[src/rtl/jtag_types_pkg.sv]
`default_nettype none
// ============================================================================
// Module      : jtag_types_pkg
// Description : Shared types and constants for the JTAG master: command
//               encoding, FSM state encoding and TMS sequence lengths.
//               Optional macro JTAG_MASTER_RTI_WAIT_EN adds the WAIT state.
// Revision    : 1.0 - initial release
// ============================================================================
package jtag_types_pkg;

   // Longest IR/DR scan the master accepts
   localparam int JTAG_MAX_SHIFT = 32;

   // Pulse counts of the fixed TMS sequences
   localparam int c_tlr_pulses    = 6;  // 1,1,1,1,1,0 : any state -> TLR -> RTI
   localparam int c_ir_pre_pulses = 4;  // 1,1,0,0     : RTI -> Shift-IR
   localparam int c_dr_pre_pulses = 3;  // 1,0,0       : RTI -> Shift-DR
   localparam int c_post_pulses   = 2;  // 1,0         : Exit1 -> Update -> RTI

   typedef enum logic [1:0] {
      CMD_RESET = 2'b00,
      CMD_IR    = 2'b01,
      CMD_DR    = 2'b10
   } jtag_cmd_t;

   typedef enum logic [2:0] {
      INIT_TLR = 3'd0,
      IDLE     = 3'd1,
      PRE      = 3'd2,
      SHIFT    = 3'd3,
      POST     = 3'd4,
`ifdef JTAG_MASTER_RTI_WAIT_EN
      WAIT     = 3'd5,
`endif
      RESP     = 3'd6
   } jtag_master_state_t;

endpackage : jtag_types_pkg
`default_nettype wire

[src/rtl/jtag_master_tck_gen.sv]
`default_nettype none
// ============================================================================
// Module      : tck_gen
// Description : TCK divider. While enabled, toggles TCK every TCK_DIV clk
//               cycles starting from low, and flags the clk edge that drives
//               TCK high (o_rise) or low (o_fall). Idles low when disabled.
// Revision    : 1.0 - initial release
// ============================================================================
module tck_gen #(
   parameter int TCK_DIV = 2
) (
   input  logic clk,
   input  logic rst,
   input  logic i_en,
   output logic o_tck,
   output logic o_rise,
   output logic o_fall
);

   localparam logic [7:0] c_div_last = 8'(TCK_DIV - 1);

   logic [7:0] r_cnt;
   logic       r_tck;
   logic       w_wrap;

   assign w_wrap = i_en && (r_cnt == c_div_last);
   assign o_rise = w_wrap && !r_tck;
   assign o_fall = w_wrap && r_tck;
   assign o_tck  = r_tck;

   // Half-period counter; TCK toggles when the counter wraps
   always_ff @(posedge clk) begin
      if (rst || !i_en) begin
         r_cnt <= 8'd0;
         r_tck <= 1'b0;
      end else if (r_cnt == c_div_last) begin
         r_cnt <= 8'd0;
         r_tck <= ~r_tck;
      end else begin
         r_cnt <= r_cnt + 8'd1;
      end
   end

endmodule : tck_gen
`default_nettype wire

[src/rtl/jtag_master.sv]
`default_nettype none
// ============================================================================
// Module      : jtag_master
// Description : Command-driven JTAG master. Accepts RESET / IR-scan / DR-scan
//               commands, walks the TAP from Run-Test/Idle through the shift
//               state and back, and returns the captured TDO bits.
//               Optional macro JTAG_MASTER_RTI_WAIT_EN adds cmd_wait and
//               extra Run-Test/Idle clocks after each scan.
// Revision    : 1.0 - initial release
// ============================================================================
module jtag_master
   import jtag_types_pkg::*;
#(
   parameter int TCK_DIV = 2
) (
   input  logic        clk,
   input  logic        TRST,
   input  logic        cmd_valid,
   output logic        cmd_ready,
   input  logic [1:0]  cmd_type,
   input  logic [5:0]  cmd_len,
   input  logic [31:0] cmd_data,
   output logic        rsp_valid,
   input  logic        rsp_ready,
   output logic [31:0] rsp_data,
   output logic        rsp_err,
   output logic        TCK,
   output logic        TMS,
   output logic        TDI,
   input  logic        TDO
`ifdef JTAG_MASTER_RTI_WAIT_EN
   ,
   input  logic [7:0]  cmd_wait
`endif
);

   jtag_master_state_t r_state;
   jtag_master_state_t w_state_nxt;

   logic [7:0]  r_bit;        // pulse index inside the current phase
   logic        r_is_ir;
   logic        r_from_cmd;   // INIT_TLR entered by a CMD_RESET, not by TRST
   logic [5:0]  r_len;
   logic [31:0] r_data;
   logic [31:0] r_cap;
   logic        r_err;
`ifdef JTAG_MASTER_RTI_WAIT_EN
   logic [7:0]  r_wait;
`endif

   logic        w_en;
   logic        w_rise;
   logic        w_fall;
   logic        w_last;
   logic        w_tms;
   logic        w_tdi;
   logic        w_tck;
   logic        w_accept;
   logic        w_scan;
   logic        w_len_bad;
   logic [7:0]  w_shift_last;

   assign w_accept     = (r_state == IDLE) && cmd_valid;
   assign w_scan       = (cmd_type == CMD_IR) || (cmd_type == CMD_DR);
   assign w_len_bad    = (cmd_len == 6'd0) || (cmd_len > 6'(JTAG_MAX_SHIFT));
   assign w_shift_last = {2'b00, r_len} - 8'd1;

   tck_gen #(
      .TCK_DIV (TCK_DIV)
   ) u_tck_gen (
      .clk    (clk),
      .rst    (TRST),
      .i_en   (w_en),
      .o_tck  (w_tck),
      .o_rise (w_rise),
      .o_fall (w_fall)
   );

   // FSM state register; TRST restarts the TAP reset sequence
   always_ff @(posedge clk) begin
      if (TRST) begin
         r_state <= INIT_TLR;
      end else begin
         r_state <= w_state_nxt;
      end
   end

   // Next-state: phases advance on the TCK falling edge of their last pulse
   always_comb begin
      w_state_nxt = r_state;
      case (r_state)
         IDLE: begin
            if (cmd_valid) begin
               if (w_scan) begin
                  w_state_nxt = w_len_bad ? RESP : PRE;
               end else begin
                  w_state_nxt = INIT_TLR;
               end
            end
         end
         INIT_TLR: begin
            if (w_fall && w_last) begin
               w_state_nxt = r_from_cmd ? RESP : IDLE;
            end
         end
         PRE: begin
            if (w_fall && w_last) begin
               w_state_nxt = SHIFT;
            end
         end
         SHIFT: begin
            if (w_fall && w_last) begin
               w_state_nxt = POST;
            end
         end
         POST: begin
            if (w_fall && w_last) begin
`ifdef JTAG_MASTER_RTI_WAIT_EN
               w_state_nxt = (r_wait != 8'd0) ? WAIT : RESP;
`else
               w_state_nxt = RESP;
`endif
            end
         end
`ifdef JTAG_MASTER_RTI_WAIT_EN
         WAIT: begin
            if (w_fall && w_last) begin
               w_state_nxt = RESP;
            end
         end
`endif
         RESP: begin
            if (rsp_ready) begin
               w_state_nxt = IDLE;
            end
         end
         default: w_state_nxt = INIT_TLR;
      endcase
   end

   // Output decode: TMS/TDI of the current pulse, TCK enable, last-pulse flag
   always_comb begin
      w_en   = 1'b0;
      w_tms  = 1'b0;
      w_tdi  = 1'b0;
      w_last = 1'b0;
      case (r_state)
         INIT_TLR: begin
            w_en   = 1'b1;
            w_tms  = (r_bit < 8'(c_tlr_pulses - 1));
            w_last = (r_bit == 8'(c_tlr_pulses - 1));
         end
         PRE: begin
            w_en = 1'b1;
            if (r_is_ir) begin
               w_tms  = (r_bit < 8'd2);
               w_last = (r_bit == 8'(c_ir_pre_pulses - 1));
            end else begin
               w_tms  = (r_bit == 8'd0);
               w_last = (r_bit == 8'(c_dr_pre_pulses - 1));
            end
         end
         SHIFT: begin
            w_en   = 1'b1;
            w_last = (r_bit == w_shift_last);
            w_tms  = w_last;                 // last bit moves to Exit1
            w_tdi  = r_data[r_bit[4:0]];
         end
         POST: begin
            w_en   = 1'b1;
            w_tms  = (r_bit == 8'd0);
            w_last = (r_bit == 8'(c_post_pulses - 1));
         end
`ifdef JTAG_MASTER_RTI_WAIT_EN
         WAIT: begin
            w_en   = 1'b1;
            w_last = (r_bit == (r_wait - 8'd1));
         end
`endif
         default: ;
      endcase
   end

   // Command capture, pulse counter and TDO capture
   always_ff @(posedge clk) begin
      if (TRST) begin
         r_bit      <= 8'd0;
         r_is_ir    <= 1'b0;
         r_from_cmd <= 1'b0;
         r_len      <= 6'd0;
         r_data     <= 32'd0;
         r_cap      <= 32'd0;
         r_err      <= 1'b0;
`ifdef JTAG_MASTER_RTI_WAIT_EN
         r_wait     <= 8'd0;
`endif
      end else begin
         if (w_accept) begin
            r_bit      <= 8'd0;
            r_is_ir    <= (cmd_type == CMD_IR);
            r_from_cmd <= !w_scan;
            r_len      <= cmd_len;
            r_data     <= cmd_data;
            r_cap      <= 32'd0;
            r_err      <= w_scan && w_len_bad;
`ifdef JTAG_MASTER_RTI_WAIT_EN
            r_wait     <= cmd_wait;
`endif
         end else if (w_fall) begin
            r_bit <= w_last ? 8'd0 : (r_bit + 8'd1);
         end
         if ((r_state == SHIFT) && w_rise) begin
            r_cap[r_bit[4:0]] <= TDO;
         end
      end
   end

   assign cmd_ready = (r_state == IDLE);
   assign rsp_valid = (r_state == RESP);
   assign rsp_data  = r_cap;
   assign rsp_err   = r_err;
   assign TCK       = w_tck;
   assign TMS       = w_tms;
   assign TDI       = w_tdi;

endmodule : jtag_master
`default_nettype wire

[config.mk]
export PLATFORM = sky130hd
export DESIGN_NAME = jtag_master
export DESIGN_NICKNAME = d
export VERILOG_FILES = /design/src/rtl/jtag_types_pkg.sv /design/src/rtl/jtag_master_tck_gen.sv /design/src/rtl/jtag_master.sv
export SDC_FILE = /design/constraint.sdc
export NUM_CORES = 1
export LEC_CHECK = 0
export ABC_CLOCK_PERIOD_IN_PS = 5800
export CAP_MARGIN = 20
export CORE_MARGIN = 2
export CORE_UTILIZATION = 55
export CTS_CLUSTER_DIAMETER = 120
export DETAILED_ROUTE_END_ITERATION = 10
export HOLD_SLACK_MARGIN = 0.15
export PLACE_DENSITY = 0.87
export SLEW_MARGIN = 20
export SYNTH_ARGS = -nofsm -noshare
export SYNTH_HDL_FRONTEND = slang
export SYNTH_SLANG_ARGS = --single-unit
export TNS_END_PERCENT = 1
[constraint.sdc]
create_clock -name clk -period 5.8 [get_ports clk]
set_input_delay 0.58 -clock clk [delete_from_list [all_inputs] [get_ports clk]]
set_output_delay 0.58 -clock clk [all_outputs]
set_load 0.01 [all_outputs]
==> metrics.md <==
| Metric | Value |
|---|---|
| CP required | 5220 ps |
| Clock Tree Root | clkbuf_8 |
| Largest net degree at the start of global routing | 81 |
| Power, Total | around 1.2 mW |
| TritonCTS clock tree | done |
| GRT overflow | 0 |
| Seq cells post-synth | 93 |
| Cts repair resizes | 0 |
| Final Hold Fails | 0 |
| Leakage | 1.786 nW |
| Initial DRC Count | 264 |
| Primary FF master, synth | dfxtp_1 |
| Post-route cell area | roughly 5500 um2 |
| Gpl congestion | 0.8808 |
| Fin crit share | 61.26% |
| Reg2reg setup slack | slightly above 3000 ps |
| TritonRoute pass-1 iters | 5 |
| Hold slack | 461.1 ps |
| Critical Path Start | r_bit[2] |
| Slew HR | between 40 and 50% |
| Most frequent cells in the layout | 121 x nand2_1, 93 x dfxtp_1, 80 x clkdlybuf4s50_1 |
| FF-to-FF Start | u_tck_gen.r_cnt[0] |
| First-pass GRT wire length | 17680 um |
| Syn Nets | roughly 600 |
| H-tree Lvls | 3 |
| Die Width | 94.17 um |
| Io pins | 83 |
| Synth top area share | 41.63% |
| Largest area contributor in the netlist | dfxtp_1 |
| Crit. End Element | primary output |
| Detail Route Antenna Nets | 0 |
| Vias in the first global route | 3904 |
| CTS sink cnt | 93 |
| Core box area | 7807 um2 |
| Asr flop ratio synth | 0% |
| Via count | roughly 4200 |
| Hold Buf Count CTS | 0 |
| Avg WL per Cell | 15.03 um |
| CTS Buf Count | 9 |
| Nature of the critical path startpoint | flip-flop |
| Worst min path class | reg -> reg |
| Sequential element share of the synthesized area | 41.63% |
| Met2 wire length | 5466 um |
| Synth cell types | 45 |
| Max Cap Violations | 0 |
| I/O Buffers | 82 |
| DR vias/cell | 5.825 |
| Nets | 660 |
| Final min period | 3553 ps |
| Row Count | 32 |
| Kind of critical path | reg -> out |
| Clock slew at reported path FFs | 90 ps |
| Clock Skews | between 15 and 20 ps |
| Top Layer Used | met4 |
| Switching Fraction | approximately a quarter |
| Setup TNS | 0 ps |
| Synthesized area | 4472 um2 |
| Pwr dens | 219.8 nW/um2 |
| Arrival @ worst endpoint | 2970 ps |
| Placement Cell Area | roughly 5300 um2 |
| Area Overhead vs Synth | 22.75% |
| Clk Latency, worst-skew pair | 370 ps |
| Ranking of synthesized cells by area | dfxtp_1 42%, nand2_1 10%, a21oi_1 8.6%, o211ai_1 5.5%, mux4_2 5.0% |
| Sequential power share | between 50% and 60% |
| Final setup violation count | 0 |
| Slew Viols, Final | 0 |
| Min-delay src | r_data[21] |
| Max Clock Freq | 281.5 MHz |
| P_sw | 0.3068 mW |
| Clock power share | 38.9% |
| Die area | 8868 um2 |
| Post-Synthesis Cells | between 500 and 600 |
| DIE HEIGHT | roughly 94 um |
| Crit Path Max Fanout | 23 |
| Initial core utilization | 57.28% |
| Status | finished clean |
| Combinational power share | under 10% |
| DR DRC count | 0 |
| P_int | ~0.9 mW |
| Slew @ Worst Pin | 833.8 ps |
| Number of synthesized flops with an enable pin | 0 |
| IR drop worst, VDD | 0.1630 mV |
| # diodes | 0 |
| Total GRT Usage | 24.82% |
| Maximum clock insertion buffer count | 2 |
| Initial antenna violation count | 0 |
| Met3 wire len | 579 um |
| Most common cell after layout, fill and taps aside | nand2_1 |
| M1 WL | approximately 4500 um |
| RSZ-0062 raised after global routing | no |
| Warnings from Yosys | 0 |
| Layout cells sized above 1 | under 10% |
| Detailed Route WL | approximately 11000 um |
| Avg Inst Size Synth | 8.072 um2 |
| Final HPWL DP | roughly 7400 um |
| Postcts setup bufs | 0 |
-- cell type report --
class	instances	area (um2)
repair buffers	85	833.3
well taps	102	127.6
fillers	613	2318
clock buffers	9	123.9
multi-input cells	409	2416
flip-flops and latches	93	1862
inverters	9	33.78
clock inverters	7	92.59
-- final timing paths --
check,end,depth (start not counted)
min,r_data[21],2
max reg2reg,r_bit[2],7
min reg2reg,r_data[21],2
max,TMS,6
-- worst max-delay path, stage by stage, from the launching register on --
cell             delay (ps)
dfxtp_1                 870
xnor2_1                 190
a221oi_1                470
nor2_1                  100
nor4_1                  320
a21o_1                  140
clkdlybuf4s50_1         530
-- power groups by stage --
| stage | registers, mW | logic, mW | clock network, mW |
|---|---|---|---|
| after detailed placement | 0.669 | 0.0835 | 0 |
| final | 0.654 | 0.0838 | 0.469 |
| after global placement | 0.668 | 0.0811 | 0 |
| after floorplan | 0.665 | 0.0443 | 0 |
| after CTS | 0.654 | 0.0843 | 0.467 |
| after global routing | 0.655 | 0.0906 | 0.496 |
-- per-layer routing --
metal / vias to the layer above / global-route usage [%]
met1: 1964 / 30.47
met5: - / 0
li1: 2013 / -
met4: 0 / 9.420
met3: 17 / 3.371
met2: 165 / 43.99
-- stage by stage --
| stage | utilization, % | cells | setup slack, ps |
|---|---|---|---|
| floorplan | - | 554 | 3120 |
| global placement | 67.60 | 698 | 2691 |
| detailed placement | 67.60 | 698 | 2651 |
| CTS | 70.37 | 714 | 2243 |
| global route | 70.30 | 714 | 2088 |
| finish | 70.30 | 714 | 2247 |
-- registers in the layout, summed over array words and instances, names as in the netlist --
| signal | cells |
|---|---|
| r_from_cmd | 1 |
| r_is_ir | 1 |
| r_data | 32 |
| u_tck_gen.o_tck | 1 |
| u_tck_gen.r_cnt | 8 |
| r_state | 3 |
| r_bit | 8 |
| rsp_err | 1 |
| rsp_data | 32 |
| r_len | 6 |
-- synthesized netlist by cell type (8+ instances only) --
cell,count
nor2_1,59
o211ai_1,33
dfxtp_1,93
nand3_1,11
mux4_2,10
a21oi_1,77
clkbuf_1,35
xnor2_1,9
inv_1,9
nand2_1,122
ha_1,8
xor2_1,12
-- cell families (layout without fill, tap and decap cells) --
logic type | count (synthesis) | count (layout) | share of synthesized area [%]
xor+xnor | 21 | 21 | 4.113
mux | 16 | 16 | 6.408
fa+ha+maj | 8 | 8 | 2.238
compound gates | 127 | 127 | 17.12
flops | 93 | 93 | 41.63
simple gates | 237 | 237 | 24.09
buf+inv | 52 | 110 | 4.393
Note: power is estimated with default switching activity, not from simulation.
